<file path="config.mk">
export PLATFORM = sky130hd
export DESIGN_NAME = bp_history_ctrl_flat
export DESIGN_NICKNAME = d
export VERILOG_FILES = /design/src/rtl/bp_history_ctrl_pkg.sv /design/src/rtl/bp_history_ctrl_if.sv /design/src/rtl/bp_history_ctrl_queue.sv /design/src/rtl/bp_history_ctrl.sv /design/src/flat_wrapper.sv
export SDC_FILE = /design/constraint.sdc
export NUM_CORES = 1
export LEC_CHECK = 0
export CORE_MARGIN = 8
export CORE_UTILIZATION = 43
export CTS_BUF_LIST = sky130_fd_sc_hd__clkbuf_8 sky130_fd_sc_hd__clkbuf_16
export CTS_CLUSTER_SIZE = 10
export DETAILED_ROUTE_END_ITERATION = 8
export PLACE_DENSITY = 0.75
export SLEW_MARGIN = 0
export SYNTH_ARGS = -nofsm -noshare
export SYNTH_HDL_FRONTEND = slang
export SYNTH_SLANG_ARGS = --single-unit
</file>
<file path="constraint.sdc">
create_clock -name clk -period 2.6 [get_ports clk]
set_input_delay 0.52 -clock clk [delete_from_list [all_inputs] [get_ports clk]]
set_output_delay 0.52 -clock clk [all_outputs]
set_load 0.005 [all_outputs]
</file>
<file path="src/rtl/bp_history_ctrl_pkg.sv">
// Shared types for the branch-prediction history controller.
// The in-flight entry records the PHT index used, the prediction, and the GHR it was made with.
package rv32i_types;

    localparam int unsigned BP_S_INDEX = 4;

    typedef struct packed {
        logic [BP_S_INDEX-1:0] index;
        logic                  pred;
        logic [BP_S_INDEX-1:0] hist;
    } bp_entry_t;

endpackage

</file>
<file path="src/rtl/bp_history_ctrl_if.sv">
// Fetch/execute/PHT-update signal bundle for bp_history_ctrl.
// The controller uses the slave modport; fetch/execute/PHT logic uses the master modport.
interface bp_history_ctrl_if
    import rv32i_types::*;
#(
    parameter int unsigned S_INDEX = BP_S_INDEX,
    parameter int unsigned DEPTH   = 4
);
    localparam int unsigned CW = $clog2(DEPTH) + 1;

    logic               pred_valid;
    logic               pred_ready;
    logic [31:0]        pred_pc;
    logic               pred_taken;
    logic [S_INDEX-1:0] rindex;
    logic               res_valid;
    logic               res_taken;
    logic               mispredict;
    logic               flush;
    logic [S_INDEX-1:0] windex;
    logic               increment;
    logic               decrement;
    logic [S_INDEX-1:0] ghr;
    logic [CW-1:0]      count;

    modport master (
        output pred_valid, pred_pc, pred_taken, res_valid, res_taken, flush,
        input  pred_ready, rindex, mispredict, windex, increment, decrement, ghr, count
    );

    modport slave (
        input  pred_valid, pred_pc, pred_taken, res_valid, res_taken, flush,
        output pred_ready, rindex, mispredict, windex, increment, decrement, ghr, count
    );

endinterface

</file>
<file path="src/rtl/bp_history_ctrl_queue.sv">
// Circular FIFO of in-flight predictions; clear empties it in one cycle.
// Callers must not push when full or pop when empty.
module bp_queue
    import rv32i_types::*;
#(
    parameter int unsigned DEPTH = 4
) (
    input  logic                       clk,
    input  logic                       rst,
    input  logic                       push,
    input  logic                       pop,
    input  logic                       clear,
    input  bp_entry_t                  wdata,
    output bp_entry_t                  head,
    output logic [$clog2(DEPTH):0]     count,
    output logic                       full,
    output logic                       empty
);
    localparam int unsigned PW = $clog2(DEPTH);
    localparam int unsigned CW = PW + 1;

    bp_entry_t         mem [DEPTH];
    logic [PW-1:0]     wr_ptr;
    logic [PW-1:0]     rd_ptr;
    logic [CW-1:0]     count_r;

    // DEPTH is a power of two, so pointer overflow is the modulo wrap.
    always_ff @(posedge clk) begin
        if (rst || clear) begin
            wr_ptr  <= '0;
            rd_ptr  <= '0;
            count_r <= '0;
        end else begin
            if (push) wr_ptr <= wr_ptr + 1'b1;
            if (pop)  rd_ptr <= rd_ptr + 1'b1;
            case ({push, pop})
                2'b10:   count_r <= count_r + CW'(1);
                2'b01:   count_r <= count_r - CW'(1);
                default: count_r <= count_r;
            endcase
        end
    end

    always_ff @(posedge clk) begin
        if (push && !clear && !rst) mem[wr_ptr] <= wdata;
    end

    assign head  = mem[rd_ptr];
    assign count = count_r;
    assign full  = (count_r == CW'(DEPTH));
    assign empty = (count_r == '0);

endmodule

</file>
<file path="src/rtl/bp_history_ctrl.sv">
// gshare history controller: hashes fetch PC with the speculative GHR, tracks in-flight
// predictions, drives the PHT update port and repairs the GHR on mispredict/flush.
module bp_history_ctrl
    import rv32i_types::*;
#(
    parameter int unsigned S_INDEX = BP_S_INDEX,
    parameter int unsigned DEPTH   = 4
) (
    input logic               clk,
    input logic               rst,
    bp_history_ctrl_if.slave  bus
);
    localparam int unsigned CW = $clog2(DEPTH) + 1;

    if (S_INDEX != BP_S_INDEX) begin : g_width_check
        $error("bp_history_ctrl: S_INDEX must equal rv32i_types::BP_S_INDEX");
    end

    bp_entry_t          head;
    bp_entry_t          wentry;
    logic               push;
    logic               pop;
    logic               clear;
    logic               full;
    logic               empty;
    logic               mis;
    logic [CW-1:0]      q_count;
    logic [S_INDEX-1:0] ghr_spec;
    logic [S_INDEX-1:0] ghr_spec_nxt;
    logic [S_INDEX-1:0] ghr_commit;
    logic [S_INDEX-1:0] ghr_commit_nxt;
    logic [S_INDEX-1:0] windex_r;
    logic               inc_r;
    logic               dec_r;

    assign pop   = bus.res_valid & ~empty;
    assign mis   = pop & (bus.res_taken != head.pred);
    assign push  = bus.pred_valid & ~full & ~mis & ~bus.flush;
    assign clear = mis | bus.flush;

    always_comb begin
        wentry       = '0;
        wentry.index = bus.pred_pc[S_INDEX+1:2] ^ ghr_spec;
        wentry.pred  = bus.pred_taken;
        wentry.hist  = ghr_spec;
    end

    always_comb begin
        ghr_commit_nxt = ghr_commit;
        if (pop) ghr_commit_nxt = {ghr_commit[S_INDEX-2:0], bus.res_taken};
    end

    // Flush restores from the committed history including a same-cycle pop; it
    // agrees with the mispredict repair value whenever both fire.
    always_comb begin
        ghr_spec_nxt = ghr_spec;
        if (bus.flush)  ghr_spec_nxt = ghr_commit_nxt;
        else if (mis)   ghr_spec_nxt = {head.hist[S_INDEX-2:0], bus.res_taken};
        else if (push)  ghr_spec_nxt = {ghr_spec[S_INDEX-2:0], bus.pred_taken};
    end

    always_ff @(posedge clk) begin
        if (rst) begin
            ghr_spec   <= '0;
            ghr_commit <= '0;
            windex_r   <= '0;
            inc_r      <= 1'b0;
            dec_r      <= 1'b0;
        end else begin
            ghr_spec   <= ghr_spec_nxt;
            ghr_commit <= ghr_commit_nxt;
            inc_r      <= pop & bus.res_taken;
            dec_r      <= pop & ~bus.res_taken;
            if (pop) windex_r <= head.index;
        end
    end

    bp_queue #(
        .DEPTH (DEPTH)
    ) u_queue (
        .clk   (clk),
        .rst   (rst),
        .push  (push),
        .pop   (pop),
        .clear (clear),
        .wdata (wentry),
        .head  (head),
        .count (q_count),
        .full  (full),
        .empty (empty)
    );

    assign bus.rindex     = wentry.index;
    assign bus.pred_ready = ~full;
    assign bus.mispredict = mis;
    assign bus.windex     = windex_r;
    assign bus.increment  = inc_r;
    assign bus.decrement  = dec_r;
    assign bus.ghr        = ghr_spec;
    assign bus.count      = q_count;

endmodule

</file>
<file path="src/flat_wrapper.sv">
// flat-port wrapper written by rule: the top's interface ports become plain ports
module bp_history_ctrl_flat import rv32i_types::*;
#(
    parameter int unsigned S_INDEX = BP_S_INDEX,
    parameter int unsigned DEPTH   = 4
)
  (clk, rst, bus_pred_valid, bus_pred_pc, bus_pred_taken, bus_res_valid, bus_res_taken, bus_flush, bus_pred_ready, bus_rindex, bus_mispredict, bus_windex, bus_increment, bus_decrement, bus_ghr, bus_count);
  bp_history_ctrl_if #(.S_INDEX(S_INDEX), .DEPTH(DEPTH)) bus_i ();
  input logic clk;
  input logic rst;
  input wire logic [$bits(bus_i.pred_valid)-1:0] bus_pred_valid;
  input wire logic [$bits(bus_i.pred_pc)-1:0] bus_pred_pc;
  input wire logic [$bits(bus_i.pred_taken)-1:0] bus_pred_taken;
  input wire logic [$bits(bus_i.res_valid)-1:0] bus_res_valid;
  input wire logic [$bits(bus_i.res_taken)-1:0] bus_res_taken;
  input wire logic [$bits(bus_i.flush)-1:0] bus_flush;
  output wire logic [$bits(bus_i.pred_ready)-1:0] bus_pred_ready;
  output wire logic [$bits(bus_i.rindex)-1:0] bus_rindex;
  output wire logic [$bits(bus_i.mispredict)-1:0] bus_mispredict;
  output wire logic [$bits(bus_i.windex)-1:0] bus_windex;
  output wire logic [$bits(bus_i.increment)-1:0] bus_increment;
  output wire logic [$bits(bus_i.decrement)-1:0] bus_decrement;
  output wire logic [$bits(bus_i.ghr)-1:0] bus_ghr;
  output wire logic [$bits(bus_i.count)-1:0] bus_count;
  assign bus_i.pred_valid = bus_pred_valid;
  assign bus_i.pred_pc = bus_pred_pc;
  assign bus_i.pred_taken = bus_pred_taken;
  assign bus_i.res_valid = bus_res_valid;
  assign bus_i.res_taken = bus_res_taken;
  assign bus_i.flush = bus_flush;
  assign bus_pred_ready = bus_i.pred_ready;
  assign bus_rindex = bus_i.rindex;
  assign bus_mispredict = bus_i.mispredict;
  assign bus_windex = bus_i.windex;
  assign bus_increment = bus_i.increment;
  assign bus_decrement = bus_i.decrement;
  assign bus_ghr = bus_i.ghr;
  assign bus_count = bus_i.count;
  bp_history_ctrl #(.S_INDEX(S_INDEX), .DEPTH(DEPTH)) u_core (.clk(clk), .rst(rst), .bus(bus_i));
endmodule
</file>
==> impl_results.md, run 1 <==
- Routed via count: 1,425
- Drt pass-1 iters: 4
- Hold_buf cts: 0
- Post-synthesis mux area share: 0.1064
- I/O pin count: 58
- Drt via density: approximately 5
- Unrepaired setup endpoints after global routing: yes
- Final worst slack: ~0.067 ns
- Routed wire length: 4.505 mm
- R2R Setup Slk: 0.07 ns
- Clock Pin Slew Worst Setup and Hold Paths: 0.11 ns
- Initial detailed-routing violation count: 104
- Die Height: 88.45 um
- H-tree depth: 2
- Worst vdd ir: 0.2356 mV
- Core area: 0.005075 sq mm
- DRC viols: 0
- Final period utilization: 0.9744
- Antenna-violating nets left: 0
- Status: finished clean
- Die area: 0.007823 sq mm
- Cell count after synthesis: 166
- Setup slack at placement: -0.06258 ns
- Starting Density: 0.4448
- Crit path required time: 2.86 ns
- Mapped Area: roughly 0.0023 sq mm
- Crit path capture type: flop
- Fill cell count: 423
- Yosys reg bits: 55
- Wire per inst: 15.86 um
- Commonest non-fill, non-tap cell in the layout: edfxtp_1
- Commonest non-fill, non-tap cells in the layout: edfxtp_1, clkdlybuf4s50_1, dfxtp_1
- Clk Latency, worst-skew pair: 0.31 ns
- XOR/XNOR Fraction of Synth Area: 0.04601
- Synth unique cells: 33
- Final setup violation count: 0
- Clk root buf: clkbuf_8
- Critical path class: reg2reg
- CTS Sinks: 55
- Post-synth top flop: edfxtp_1
- Hold Path Class: reg2reg
- Worst EP arrival: 2.79 ns
- First-pass GRT wire length: ~7.1 mm
- Fmax: a little under 0.4 GHz
- Ant. Diodes: 0
- Total gr overflow: 0
- Dpl hpwl: 3.238 mm
- CTS tree: yes
- Worst rel slew slack: 0.5810
- Synth Area in Compound Gates: 0.06596
- Largest net degree at the start of global routing: 20
- Row count: 26
- CP startpoint kind: flop
- Post-synthesis async set-or-reset flop share: 0
- Total power: 1.601 mW
- Worst-margin pin slew: 0.6232 ns
- Nets: 258
- Initial antenna violation count: 0
- Design Area, Final: about 0.0029 sq mm
- Avg Cell Area, Syn: 13.60 sq um
- P&R area growth vs syn: 29.10%
- GPL Wtd Cong: approximately 0.76
- Share of layout cells above drive strength 1: 0.2056
- Non-Filler Instances: 284
- Num CTS Buffers: 5
- Post-synthesis adder-cell area fraction: 0.03659
- Die width: 88.45 um
- Layout Skew: 0.007623 ns
- Seq/Total Area, Yosys: 0.6297
- Leak Pwr: between 1 and 1.5 nW
- GRT Resource Usage Total: 0.1194
- Slew Viols, Final: 0
- Maximum clock insertion buffer count: 2
- Synth Area in Simple Gates: 0.08814
- Largest family of logic cells by synthesized area: multiplexers
- Yosys warnings: 0
- Finished Core Util: 0.5742
- Vias in the first global route: 1,439
- Post-synth EDFFs: 32
- Syn Nets: 211
- Area post-placement: 0.002783 sq mm
- Largest fanout on the critical path: 2
- Port-buffer cells: 29
- Placed insts: 275
- Max-cap violations: 0
- Minimum clock period: 2.533 ns
- Fin. Hold Viols: 0
- Pwr per Cell Area: between 500 and 600 mW/mm^2
-- cell usage after synthesis (all sizes together), types with 2 or more instances --
cell type,instances,area (sq um)
clkbuf,5,18.77
ha,5,62.56
or3,2,12.51
xor2,7,61.31
and2,4,25.02
xnor2,4,42.55
inv,7,26.28
a211oi,3,22.52
mux2i,6,60.06
a21oi,9,48.80
buf,2,16.26
edfxtp,32,960.9
a32o,3,30.03
mux4,8,180.2
nand2,14,52.55
nor2,20,77.58
dfxtp,23,460.4
-- state kept, by name (all words and copies together) (netlist names), named ones only --
signal / flops
u_core.u_queue.mem: 32
u_core.bus.windex: 4
u_core.bus.decrement: 1
u_core.bus.ghr: 4
u_core.u_queue.wr_ptr: 2
u_core.ghr_commit: 4
u_core.bus.increment: 1
u_core.u_queue.count: 3
u_core.u_queue.rd_ptr: 2
-- repair_timing --
| item | 4_1_cts | 5_1_grt |
|---|---|---|
| gates resized for setup | 3 | 6 |
| buffers inserted | 1 | 1 |
| pin swaps | 0 | 3 |
| endpoints found under the setup margin | 1 | 2 |
-- metal layers --
metal	global-route usage	share of wire	up-vias
li1	-	-	693
met1	0.1412	0.45	696
met2	0.1996	0.49	29
met3	0.02136	0.045	7
met4	0.06759	0.019	0
met5	0	0	-
-- cells by family (layout without fill, tap and decap cells) --
kind of cell,count (synthesis),after routing
flops,55,55
buf+inv,14,62
fa+ha+maj,6,6
compound gates,21,21
simple gates,45,45
xor+xnor,11,11
mux,14,14
-- worst paths after layout --
kind                                               start                      end  cells after the start
worst max-delay path            u_core.u_queue.mem[3][4]  u_core.u_queue.count[1]                     10
worst min register to register      u_core.bus.windex[0]     u_core.bus.windex[0]                      2
worst min-delay path                u_core.bus.windex[0]     u_core.bus.windex[0]                      2
worst max register to register  u_core.u_queue.mem[3][4]  u_core.u_queue.count[1]                     10
-- critical path, stage by stage (launching register included) --
cell,delay (ns)
edfxtp_1,0.39
mux4_2,0.56
xnor2_4,0.20
nor2_4,0.05
or3_1,0.37
ha_2,0.20
inv_2,0.05
fa_2,0.43
nor2_2,0.10
a21oi_1,0.06
nor2_1,0.09
-- final cells by class --
type                       instances  area [sq um]  area share
sequential                        55          1423      0.4882
multi-input combinational         97         798.3      0.2739
timing repair buffer              47         481.7      0.1653
tap                               70         87.58     0.03006
clock buffer                       5         68.82     0.02362
clock inverter                     3         28.78    0.009875
inverter                           7         26.28    0.009017
-- power by group --
group	leakage, nW	internal (mW)	switching (mW)	total (mW)
Combinational	0.493	0.0858	0.0694	0.155
Clock	0.0502	0.200	0.294	0.494
Sequential	0.485	0.939	0.0123	0.951
-- stage by stage --
step,setup TNS [ns],hold slack (ns)
2_1_floorplan,0,0.4527
3_3_place_gp,-0.001443,0.4433
3_5_place_dp,-0.06258,0.4553
4_1_cts,0,0.4698
5_1_grt,-0.03940,0.5020
6_report,0,0.4676
No activity file was read; power rests on OpenSTA's default activity.
==> run 2: changes to the inputs <==
Settings changed: MAX_ROUTING_LAYER from default to met4.
==> run 2 against run 1 <==
  * Cell count did not move
  * Sequential power about the same
  * Worst setup slack gained 0.0036 ns
  * Critical path depth unchanged
  * Clock skew rose by 0.0017 ns
  * Worst hold slack about the same
  * Global-route usage grew 0.35 points
  * Die area unchanged
  * Critical path type unchanged
  * Largest power group unchanged
  * Highest routed layer unchanged
==> impl_results.md, run 2 (synthesis results as in run 1) <==
- Final setup violation count: 0 (unchanged)
- Core area: 0.005075 sq mm (unchanged)
- Initial antenna violation count: 0 (unchanged)
- Worst path bufs/invs: 1 (unchanged)
- Slew Viols, Final: 0 (unchanged)
- Cell Chain, Critical Path: mux4_2, xnor2_4, nor2_4, or3_1, ha_2, inv_2, fa_2, nor2_2, a21oi_1, nor2_1
- Sw Share: 0.2331 (-0.001778)
- Fill cell count: 423 (unchanged)
- P_sw: 372.3 uW (-1.0%)
- Total gr overflow: 0 (unchanged)
- CTS Sinks: 55 (unchanged)
- Starting Density: 0.4448 (unchanged)
- Vias in the first global route: 1,437 (-0.14%)
- First-pass GRT wire length: 7.058 mm (about the same)
- Design Area, Final: 0.002914 sq mm (unchanged)
- Clock group share of total power: 0.307 (-0.002)
- Maximum clock insertion buffer count: 2 (unchanged)
- Share of layout cells above drive strength 1: 0.2056 (unchanged)
- CP max stage delay: 0.56 ns (about the same)
- Crit-path slowest cell: mux4_2
- Die Height: 88.45 um (unchanged)
- CTS tree: yes
- Initial detailed-routing violation count: 121 (+16%)
- Drt via density: 5.018 (unchanged)
- Ant. Diodes: 0 (unchanged)
- Unrepaired setup endpoints after global routing: yes
- CP startpoint kind: flop
- Wire per inst: 15.81 um (-0.31%)
- Largest fanout on the critical path: 2 (unchanged)
- Minimum clock period: 2.530 ns (-0.003580 ns)
- GRT Resource Usage Total: 0.1229 (+0.003463)
- Hold Path Class: reg2reg
- Area post-placement: 0.002783 sq mm (unchanged)
- Drt pass-1 iters: 4 (unchanged)
- Nets: 258 (unchanged)
- H-tree depth: 2 (unchanged)
- Clock Pin Slew Worst Setup and Hold Paths: 0.10 ns (about the same)
- Commonest non-fill, non-tap cell in the layout: edfxtp_1
- Commonest non-fill, non-tap cells in the layout: edfxtp_1, clkdlybuf4s50_1, dfxtp_1
- DRC viols: 0 (unchanged)
- Register area: 0.001423 sq mm (unchanged)
- Status: finished clean
- Worst EP arrival: 2.79 ns (about the same)
- Num CTS Buffers: 5 (unchanged)
- GPL Wtd Cong: 0.7712 (+1.3%)
- Fmax: 0.3953 GHz (+0.14%)
- Die width: 88.45 um (unchanged)
- Critical path class: reg2reg
- Largest net degree at the start of global routing: 20 (unchanged)
- Comb pwr share: 0.097 (about the same)
- Crit path required time: 2.86 ns (about the same)
- Fin. Hold Viols: 0 (unchanged)
- Routed via count: 1,425 (unchanged)
- Row count: 26 (unchanged)
- Dpl hpwl: 3.238 mm (unchanged)
- Layout Skew: 0.009278 ns (+0.001655 ns)
- Largest delay contributor family on the critical path: adder cells
- Clk Latency, worst-skew pair: 0.31 ns (about the same)
- Pwr per Cell Area: 548.0 mW/mm^2 (-0.24%)
- Clk root buf: clkbuf_8
- Max-cap violations: 0 (unchanged)
- Total internal power: 1.225 mW (about the same)
- Routed wire length: 4.491 mm (-0.31%)
- Area of the multi-input gates: 798.3 sq um (unchanged)
- Largest Register: u_core.u_queue.mem
- Worst vdd ir: 0.2366 mV (+0.42%)
- Die area: 0.007823 sq mm (unchanged)
- Max FFs per register: 32 (unchanged)
- Worst rel slew slack: 0.5810 (unchanged)
- Leak Pwr: 1.028 nW (unchanged)
- Share of power burned in registers: 0.596 (+0.002)
- Port-buffer cells: 29 (unchanged)
- Crit path capture type: flop
- Antenna-violating nets left: 0 (unchanged)
- Hold_buf cts: 0 (unchanged)
- I/O pin count: 58 (unchanged)
- P&R area growth vs syn: 29.10% (unchanged)
- Worst-margin pin slew: 0.6232 ns (unchanged)
- Final period utilization: 0.9730 (-0.001377)
- Finished Core Util: 0.5742 (unchanged)
-- run 2: cell counts in the layout (fill, tap and decap cells not counted) --
Identical to the previous run, type by type.
-- run 2: area by class of cell --
type                    count  share of cell area
inverters                   7            0.009017
well taps                  70             0.03006
clock buffers               5             0.02362
clock inverters             3            0.009875
multi-input cells          97              0.2739
repair buffers             47              0.1653
flip-flops and latches     55              0.4882
-- run 2: layer usage --
metal	track usage	share of wire
met1	0.1446	0.44
met3	0.01764	0.049
met2	0.1982	0.49
met5	-	0
met4	0.06759	0.019
-- run 2: worst paths after layout --
kind | cells past startpoint | to | start | slack (ns)
setup / recovery | 10 | u_core.u_queue.count[1] | u_core.u_queue.mem[3][4] | 0.07
hold / removal | 2 | u_core.bus.windex[0] | u_core.bus.windex[0] | 0.47
setup reg to reg | 10 | u_core.u_queue.count[1] | u_core.u_queue.mem[3][4] | 0.07
hold reg to reg | 2 | u_core.bus.windex[0] | u_core.bus.windex[0] | 0.47
-- run 2: timing repair --
item	in CTS	in global routing
hold endpoints to repair	0	0
setup endpoints to repair	1	2
pin swaps	0	3
resized for setup	3	6
buffers inserted	1	1
gates cloned	0	0
-- run 2: power groups by stage --
| stage | Combinational (mW) | Clock, mW | Sequential (mW) |
|---|---|---|---|
| 6_report | 0.155 | 0.491 | 0.951 |
| 5_1_grt | 0.169 | 0.534 | 0.954 |
| 4_1_cts | 0.153 | 0.503 | 0.952 |
| 3_5_place_dp | 0.150 | 0 | 0.972 |
| 3_3_place_gp | 0.147 | 0 | 0.971 |
| 2_1_floorplan | 0.0682 | 0 | 0.968 |
-- run 2: through the flow --
stage	cells	setup slack (ns)	hold slack (ns)	TNS, ns	total power, mW
detailed placement	275	-0.06258	0.4553	-0.06258	1.122
floorplan	166	0.005004	0.4527	0	1.037
global placement	275	-0.001443	0.4433	-0.001443	1.118
global route	284	-0.02506	0.5018	-0.03940	1.657
CTS	284	0.04423	0.4698	0	1.608
finish	284	0.07019	0.4671	0	1.597
-- run 2: tightest hold or removal path, cell delays in order (launching register included) --
cell     delay, ns
dfxtp_1       0.32
nand2_1       0.05
a21oi_1       0.06
==> variant, RTL diff (flow settings as in run 2) <==
Make the reset (`rst`) asynchronous in one clocked block.
--- a/src/rtl/bp_history_ctrl.sv
+++ b/src/rtl/bp_history_ctrl.sv
@@ -59,7 +59,7 @@
         else if (push)  ghr_spec_nxt = {ghr_spec[S_INDEX-2:0], bus.pred_taken};
     end
 
-    always_ff @(posedge clk) begin
+    always_ff @(posedge clk or posedge rst) begin
         if (rst) begin
             ghr_spec   <= '0;
             ghr_commit <= '0;
Behaviour: differs if rst is asserted again (counterexample within 4 cycles, from zero or initial values and one cycle with rst high); with rst held inactive, the same outputs for 10 cycles.
==> variant against run 2 <==
- sequential cell count is the same
- setup slack gained 0.041 ns
- synthesized area grew 4.1%
- critical path type is now reg -> out
- design area grew 3.3%
- wire length shrank 3.2%
- count of clock-buffer cells in the layout is the same
- critical path depth shrank 5
- highest routed layer unchanged
- synthesized cell count shrank 1.8%
Power is not compared: it rests on default switching activity, and its combinational part moved more than twofold at a synthesized area within 25%.
==> variant: results (changes against run 2) <==
stage	metric	value	unit	change
status	outcome	complete, no violations		
drt	viasPerCell	5.03		+0.34%
drt	routed_wl	4.35	mm	-3.2%
yosys	synth_fp_nets	208		-1.4%
cells_and_area	clockNetworkAreaShare	3.24	%	-0.11 points
cells_and_area	num-nonclk-buffers	51		+8.5%
yosys	synth-seq-area-share	63.5	%	+0.50 points
cells_and_area	multi_input_area_share	26.3	%	-1.1 points
placement	pre_cts_ws	0.0267	ns	+0.0893 ns
yosys	synthArstFlopShare	25.5	%	+25 points
cells_and_area	regArea	1490	µm²	+4.9%
grt	grt_max_degree	21		+5.0%
critical_path	arrival	1.97	ns	-0.82 ns
cells_and_area	nonClkBufAreaFrac	16.4	%	-0.16 points
cells_and_area	seq_cells	55		unchanged
drt	wl_per_cell	15.0	µm	-4.9%
yosys	synth_area_leaders	edfxtp_1 (41%), dfrtp_1 (15%), mux4_1 (7.8%)		
grt	grt_pass1_wl	7.46	mm	+5.7%
yosys	synth_cell_types	34		+3.0%
cells_and_area	fin_util	55.7	%	-1.7 points
critical_path	crit_path_max_fanout	3		+1
cells_and_area	multi_input_cells	91		-6.2%
clocking	cts_resized	1		-2
yosys	synth_common_cells	edfxtp_1 (32), nand2_1 (20), dfrtp_1 (14)		
critical_path	cpPeakStageDelay	0.51	ns	-0.05 ns
cells_and_area	finalNetCount	261		+1.2%
cells_and_area	inv_count	12		+5
drt	first_iter_violations	83		-31%
grt	grt_pass1_vias	1491		+3.8%
sta	tightest_slew	0.389	ns	-0.234 ns
cells_and_area	fill_cells	456		+7.8%
grt	grt_use_total	11.8	%	-0.48 points
placement	dpl.hpwl	3.20	mm	-1.3%
sta	clock_skew	0.00889	ns	-0.000386 ns
placement	dpl.cell_count	280		+1.8%
drt	first_pass_iters	6		+2
==> variant: cell types whose count changed after synthesis, sizes merged, moves of 6 or more <==
cell,before,now
nand2,14,20
dfxtp,23,9
dfrtp,0,14
nor2,20,13
a21oi,9,2
mux2i,6,0
==> variant: per-layer routing <==
metal | wire length, µm | up-vias | part of all wire [%] | global-route usage [%]
met4 | 76 | 0 | 1.7 | 4.72
met2 | 2070 | 37 | 48 | 17.7
met5 | 0 | - | 0 | -
met1 | 2010 | 711 | 46 | 15.2
li1 | - | 702 | - | -
met3 | 190 | 5 | 4.4 | 2.66
==> variant: logic make-up (layout without fill, tap and decap cells) <==
kind of cell | Yosys count | count (layout) | share of synthesized area [%]
multiplexers | 11 | 11 | 10.2
AO/OA/AOI/OAI | 16 | 16 | 5.70
flip-flops | 55 | 55 | 63.5
XOR/XNOR | 11 | 11 | 4.42
buffers and inverters | 17 | 71 | 3.19
adder cells (fa/ha/maj) | 6 | 6 | 3.51
AND/OR/NAND/NOR | 47 | 47 | 9.48
==> variant: path summary, 6_finish.rpt <==
path	slack (ns)	cells after the start	endpoint	start
worst min register to register	0.48	2	u_core.bus.windex[0]	u_core.bus.windex[0]
worst max-delay path	0.11	5	bus_mispredict	flip-flop
min in group asynchronous	0.57	3	u_core.bus.ghr[0]	rst
worst max register to register	0.31	10	u_core.u_queue.count[2]	flip-flop
worst min-delay path	0.48	2	u_core.bus.windex[0]	u_core.bus.windex[0]
max in group asynchronous	1.86	3	u_core.bus.decrement	rst
==> variant: worst reg2reg max path, cell delays in order, from the launching register on <==
cell and delay (ns):
dfxtp_2 0.36, mux4_2 0.51, nand3b_4 0.18, nand4_1 0.09, ha_1 0.17, inv_1 0.06, fa_1 0.37, xor2_1 0.15
nor2_1 0.11, xnor2_1 0.13, nor2_1 0.05
